===== src/rtl/stream_demux_pkg.sv =====
// Shared constants and helpers for the stream_demux_n slice.
// Optional feature macro: STREAM_DEMUX_STATS_EN (per-channel delivery counters).
package stream_demux_pkg;

  localparam int DEF_DATA_W = 8;
  localparam int DEF_NUM_CH = 4;
  localparam int DEF_CNT_W  = 16;

  // Select width for n channels; never narrower than one bit.
  function automatic int sel_width(input int n);
    int w;
    w = $clog2(n);
    return (w < 1) ? 1 : w;
  endfunction

endpackage


===== src/rtl/stream_demux_n_sat_counter.sv =====
// Saturating up-counter used for the drop counter and the per-channel statistics.
// The clear input is synchronous and has priority over inc.
module sat_counter
  import stream_demux_pkg::*;
#(
  parameter int WIDTH = DEF_CNT_W
) (
  input  logic             clk,
  input  logic             clear,
  input  logic             inc,
  output logic [WIDTH-1:0] count
);

  // Count up on inc, stick at all-ones, return to zero on clear.
  always_ff @(posedge clk) begin
    if (clear) begin
      count <= '0;
    end else if (inc && (count != '1)) begin
      count <= count + 1'b1;
    end
  end

endmodule


===== src/rtl/stream_demux_n.sv =====
// 1-to-NUM_CH streaming demultiplexer with one registered output stage.
// Each beat carries its own destination index; beats with an index past the
// last channel are swallowed and counted in drop_cnt.
// Optional feature macro: STREAM_DEMUX_STATS_EN adds the ch_cnt port holding
// one saturating delivered-beat counter per channel.
module stream_demux_n
  import stream_demux_pkg::*;
#(
  parameter  int DATA_W = DEF_DATA_W,
  parameter  int NUM_CH = DEF_NUM_CH,
  parameter  int CNT_W  = DEF_CNT_W,
  localparam int SEL_W  = sel_width(NUM_CH)
) (
  input  logic              clk,
  input  logic              rst,
  input  logic              in_valid,
  output logic              in_ready,
  input  logic [DATA_W-1:0] in_data,
  input  logic [SEL_W-1:0]  in_sel,
  output logic [NUM_CH-1:0] out_valid,
  input  logic [NUM_CH-1:0] out_ready,
  output logic [DATA_W-1:0] out_data,
  output logic [CNT_W-1:0]  drop_cnt,
  output logic              busy
`ifdef STREAM_DEMUX_STATS_EN
  ,
  output logic [NUM_CH*CNT_W-1:0] ch_cnt
`endif
);

  logic              full;
  logic [SEL_W-1:0]  hold_sel;
  logic [DATA_W-1:0] hold_data;

  logic sel_ready;
  logic sel_ok;
  logic out_fire;
  logic in_fire;
  logic drop_inc;

  // Ready of the channel currently addressed by the held beat; other channels are ignored.
  always_comb begin
    sel_ready = 1'b0;
    for (int k = 0; k < NUM_CH; k++) begin
      if (hold_sel == SEL_W'(k)) sel_ready = out_ready[k];
    end
  end

  // An incoming select is usable only if it names an existing channel.
  always_comb begin
    sel_ok = 1'b0;
    for (int k = 0; k < NUM_CH; k++) begin
      if (in_sel == SEL_W'(k)) sel_ok = 1'b1;
    end
  end

  // One-hot valid decode from the registered stage only.
  always_comb begin
    out_valid = '0;
    for (int k = 0; k < NUM_CH; k++) begin
      out_valid[k] = full && (hold_sel == SEL_W'(k));
    end
  end

  assign out_fire = full && sel_ready;
  assign in_ready = !full || sel_ready;
  assign in_fire  = in_valid && in_ready;
  assign drop_inc = in_fire && !sel_ok;
  assign out_data = hold_data;
  assign busy     = full;

  // Output stage: reload on a good beat, empty on a departure with nothing to replace it.
  always_ff @(posedge clk) begin
    if (rst) begin
      full      <= 1'b0;
      hold_sel  <= '0;
      hold_data <= '0;
    end else if (in_fire && sel_ok) begin
      full      <= 1'b1;
      hold_sel  <= in_sel;
      hold_data <= in_data;
    end else if (out_fire) begin
      full      <= 1'b0;
    end
  end

  sat_counter #(.WIDTH(CNT_W)) u_drop_cnt (
    .clk   (clk),
    .clear (rst),
    .inc   (drop_inc),
    .count (drop_cnt)
  );

`ifdef STREAM_DEMUX_STATS_EN
  for (genvar k = 0; k < NUM_CH; k++) begin : g_stats
    sat_counter #(.WIDTH(CNT_W)) u_ch_cnt (
      .clk   (clk),
      .clear (rst),
      .inc   (out_fire && (hold_sel == SEL_W'(k))),
      .count (ch_cnt[k*CNT_W +: CNT_W])
    );
  end
`endif

endmodule


===== config.mk =====
export PLATFORM = sky130hd
export DESIGN_NAME = stream_demux_n
export DESIGN_NICKNAME = d
export VERILOG_FILES = /design/src/rtl/stream_demux_pkg.sv /design/src/rtl/stream_demux_n_sat_counter.sv /design/src/rtl/stream_demux_n.sv
export SDC_FILE = /design/constraint.sdc
export NUM_CORES = 1
export LEC_CHECK = 0
export ABC_AREA = 1
export CORE_MARGIN = 10
export CORE_UTILIZATION = 42
export CTS_BUF_LIST = sky130_fd_sc_hd__clkbuf_16
export DETAILED_ROUTE_END_ITERATION = 16
export PLACE_DENSITY_LB_ADDON = 0.08
export SLEW_MARGIN = 20
export SYNTH_ARGS = -nofsm -noshare
export SYNTH_HDL_FRONTEND = slang
export SYNTH_SLANG_ARGS = --single-unit

===== constraint.sdc =====
create_clock -name clk -period 1.45 [get_ports clk]
set_clock_uncertainty 0.1 [all_clocks]
set_input_delay 0.435 -clock clk [delete_from_list [all_inputs] [get_ports clk]]
set_output_delay 0.435 -clock clk [all_outputs]
set_load 0.01 [all_outputs]

Word-level counts from Yosys, hierarchy flattened
Cells that the tools add are included.
{ "word_totals": {"out_inout_bits": 30, "elab_cells": 37, "reg_bits": 27, "input_bits": 17} }
{ "classes": {"eq_ne": 7, "n_mux": 10, "reduce_logical": 15, "n_addsub": 1} }
{ "op_table": {"columns": ["operator", "count"], "rows": [
  ["$add 16x1->16 const B", 1],
  ["$ne 16x16->1 const B", 1],
  ["$mux 1", 10],
  ["$logic_and 1x1->1", 9],
  ["$eq 2x2->1 const B", 4],
  ["$eq 2x1->1 const B", 2],
  ["$logic_not 2->1", 2],
  ["$logic_not 1->1", 2],
  ["$reduce_bool 2->1", 1],
  ["$logic_or 1x1->1", 1]
]} }

Longest topological paths before layout
{ "logic_depth": {"ltp_word": 9, "mapped_depth": 8, "depth_no_buf": 8} }

Modules after synthesis
Synthesis repeated with hierarchy kept, for this count alone.
{ "hier_totals": {"hier_cells": 255, "area_unflattened_um2": 1624.1} }
{ "by_module_without_submodules": {"columns": ["mod", "area_per_inst_um2", "seq_area_each_um2", "instances", "cells_each"], "rows": [
  ["sat_counter", 929.6, 320.3, 1, 149],
  ["stream_demux_n", 694.4, 220.2, 1, 106]
]} }

Worst setup path before layout
OpenSTA, ideal clock, no wires.
{ "synth_path": {"path_kind": "reg2out", "startpoint": "register full, in the netlist busy", "endpoint": "output port out_valid[1]", "t_required_ns": 0.915, "setup_slack_ns": 0.051, "n_path_buf": 0, "arrival_ns": 0.864, "path_stages_with_launch": 3, "path_cell_list": "dfxtp_1 inv_1 nor3_1"} }
{ "synth_between": {"elab_chain_cells": 1} }
{ "synth_lines": {"columns": ["item", "line", "text"], "rows": [
  ["start, declared", "stream_demux_n.sv:31", "logic full;"],
  ["start signal, assigned", "stream_demux_n.sv:75", "full <= 1'b0;"],
  ["start signal, assigned", "stream_demux_n.sv:79", "full <= 1'b1;"],
  ["start signal, assigned", "stream_demux_n.sv:83", "full <= 1'b0;"],
  ["$logic_and 1x1->1", "stream_demux_n.sv:61", "out_valid[k] = full && (hold_sel == SEL_W'(k));"],
  ["end, declared", "stream_demux_n.sv:20", "output logic [NUM_CH-1:0] out_valid,"]
]} }
Every way passes these cells.

Worst setup path after layout
{ "layout_path": {"startpoint": "register hold_sel[1]", "endpoint": "output port in_ready"} }
{ "layout_between": {"elab_chain_cells": 6, "word_cells_on_any_way": 9, "classes_between": "eq/ne: 3; mux: 4; reduce/logical: 2"} }
{ "layout_lines": {"columns": ["item", "line", "text"], "rows": [
  ["start, declared", "stream_demux_n.sv:32", "logic [SEL_W-1:0] hold_sel;"],
  ["start signal, assigned", "stream_demux_n.sv:80", "hold_sel <= in_sel;"],
  ["$logic_not 2->1", "stream_demux_n.sv:45", "if (hold_sel == SEL_W'(k)) sel_ready = out_ready[k];"],
  ["$mux 1 (3 in series)", "stream_demux_n.sv:45", null],
  ["$mux 1 *", "stream_demux_n.sv:45", null],
  ["$logic_or 1x1->1 *", "stream_demux_n.sv:66", "assign in_ready = !full || sel_ready;"],
  ["end, declared", "stream_demux_n.sv:17", "output logic in_ready,"]
]} }
Mark *: on every way between the ends. The rest lies on a longest branch, timed or not.

==> run summary <==
cell area after layout: 0.00185 sq mm
CP Launch Type: flop
starting density of the core: 45.1%
Slew @ Worst Pin: 0.362 ns
synthesized cell area: 0.00114 sq mm
Req. time, crit path: 0.92 ns
violated checks: negative setup slack
final setup vio count: 6
final hold vios: 0
CTS tree: built
Inserted Diodes: 0
Worst Path Max Fanout: 5
worst slack at placement: -0.884 ns
Synth cell types: 17
DRT antenna net count: 0
insertion delay to the later sink of the worst-skew pair: 0.25 ns
die width: 72.1 um
largest net degree at the start of global routing: 17
vias in the first global route: 1,095
Detailed Routing Iterations Pass 1: 4
Cell Area, Placed: 0.00169 sq mm
max-cap viol count: 0
syn_area_per_cell: 7.35 sq um
1st-iter DRT viols: 82
crit path time final: 1.64 ns
peak supply drop: 1.06 mV
Clock Path Buffers: 2
RSZ-0062 raised after global routing: true
core area: 0.00252 sq mm
Layout area overhead: 62.1%
Tot Pwr: 0.00172 W
Total Routing Usage GR: 11.4%
antenna violations before repair: 0
first-pass GRT wire length: 4.82 mm
hold buffer count at CTS: 0
DR WL/cell: 12.0 um
count of input and output buffers: 46
Pwr Density: 933 mW/mm^2
H-tree levels: 1
cts bufs inserted: 3
Seq/Total Area, Yosys: 47.5%
Worst setup EP type: output port
Tcrit/Tclk final: 113%
Root Buffer: clkbuf_16
register bit total from synthesis: 27
Slew headroom: 75.8%
mean number of vias per cell: 4.39
Max Clk Rate: 609 MHz
Final WS setup: -0.193 ns
class of the worst hold path: flop to flop
Lkg Pwr: 1.01 nW
TritonCTS Sinks: 27
GP Congestion: 0.735
DRC: 0
DPL Wire Length: 2.23 mm
Non-Filler Instances: 247
Slew Limit Fails: 0
Synth warnings: 0
# rows: 18
Synth Instances: 155
setup tns final: -0.817 ns
syn nets: 172
Die ar.: 0.00519 sq mm
Detailed Route WL: 2.97 mm
CTS clk-pin slew, worst paths: 0.06 ns
Die H: 72.1 um
status: finished, violations left
gr ovfl total: 0
WP data arrival: 1.11 ns
final net count: 235
placed cells: 237
total number of vias: 1,085
ratio of cells with drive above 1 in the final layout: 26.7%
IO Pins: 47
critical path class: flop to output port
==> metal layers <==
metal  vias up  global-route usage [%]  wire (um)
li1        569                       -          -
met1       484                    10.8       1090
met2        28                    20.6       1540
met3         4                    6.12        312
met4         0                    3.44         31
met5         -                       0          0
==> cells by family (layout without fill, tap and decap cells) <==
group                  Yosys count  in the layout  synth area share [%]
AOI/OAI and AO/OA                1              1                 0.439
buffers and inverters           58            119                  20.3
DFF                             27             27                  47.5
and+or+nand+nor                 69             70                  31.8
==> area by class of cell <==
class                   count  area [sq um]
fillers                   216           677
flip-flops and latches     27           552
repair buffers             63           539
multi-input cells          71           435
inverters                  52           203
clock buffers               3          75.1
well taps                  30          37.5
clock inverters             1          3.75
==> registers in the layout, indices dropped and copies added, names as in the netlist <==
signal and count:
busy 1, out_data 8, hold_sel 2, u_drop_cnt.count 16
==> cells in the final DEF, fill, tap and decap left out, types with 2 or more instances in the layout <==
cell	count
nor3_2	2
clkdlybuf4s15_1	3
nand2_2	3
nor2_2	10
buf_6	2
dlygate4sd2_1	25
nand2_4	2
dfxtp_4	3
nor2_1	16
buf_2	5
inv_1	48
dfxtp_1	24
nand2_1	20
buf_4	16
clkbuf_16	3
nand3_4	3
clkdlybuf4s50_1	11
nand4_1	10
inv_2	3
==> what timing repair did <==
action                                 CTS  global route
resized for setup                       67            14
buffers inserted                         6             2
setup endpoints to repair               41            17
gates cloned                             1             0
endpoints found under the hold margin    0             0
pin swaps                                7             3
==> per-stage QoR <==
stage          hold WS (ns)  utilization (%)
2_1_floorplan         0.347                -
3_3_place_gp          0.310             67.0
3_5_place_dp          0.313             67.0
4_1_cts               0.320             71.0
5_1_grt               0.346             73.2
6_report              0.317             73.2
==> cell usage after synthesis, drive strengths merged <==
master | count | area, sq um
nor3 | 4 | 20.0
nand2 | 25 | 98.8
inv | 52 | 195
clkbuf | 2 | 7.51
o21ai | 1 | 5.00
nand3 | 3 | 45.0
nand4 | 11 | 75.1
dfxtp | 27 | 541
nor2 | 26 | 123
buf | 4 | 28.8
==> power breakdown <==
| part | internal (W) | switching (W) |
|---|---|---|
| sequential | 0.000769 | 0.0000191 |
| combinational | 0.000165 | 0.000171 |
| clock | 0.000368 | 0.000230 |
==> critical path: stages, from the launching register on <==
cell     delay (ns)
dfxtp_4        0.37
inv_6          0.08
nand2_4        0.05
nand2_4        0.07
nand3_4        0.06
nand2_2        0.08
inv_2          0.04
buf_6          0.11
==> path summary, 6_finish.rpt <==
kind	start	end	slack [ns]	cells past startpoint
worst max-delay path	hold_sel[1]	in_ready	-0.19	7
worst min-delay path	u_drop_cnt.count[5]	u_drop_cnt.count[5]	0.32	2
worst min register to register	u_drop_cnt.count[5]	u_drop_cnt.count[5]	0.32	2
worst max register to register	hold_sel[1]	busy	-0.09	10
Note: power is estimated with default switching activity, not from simulation.
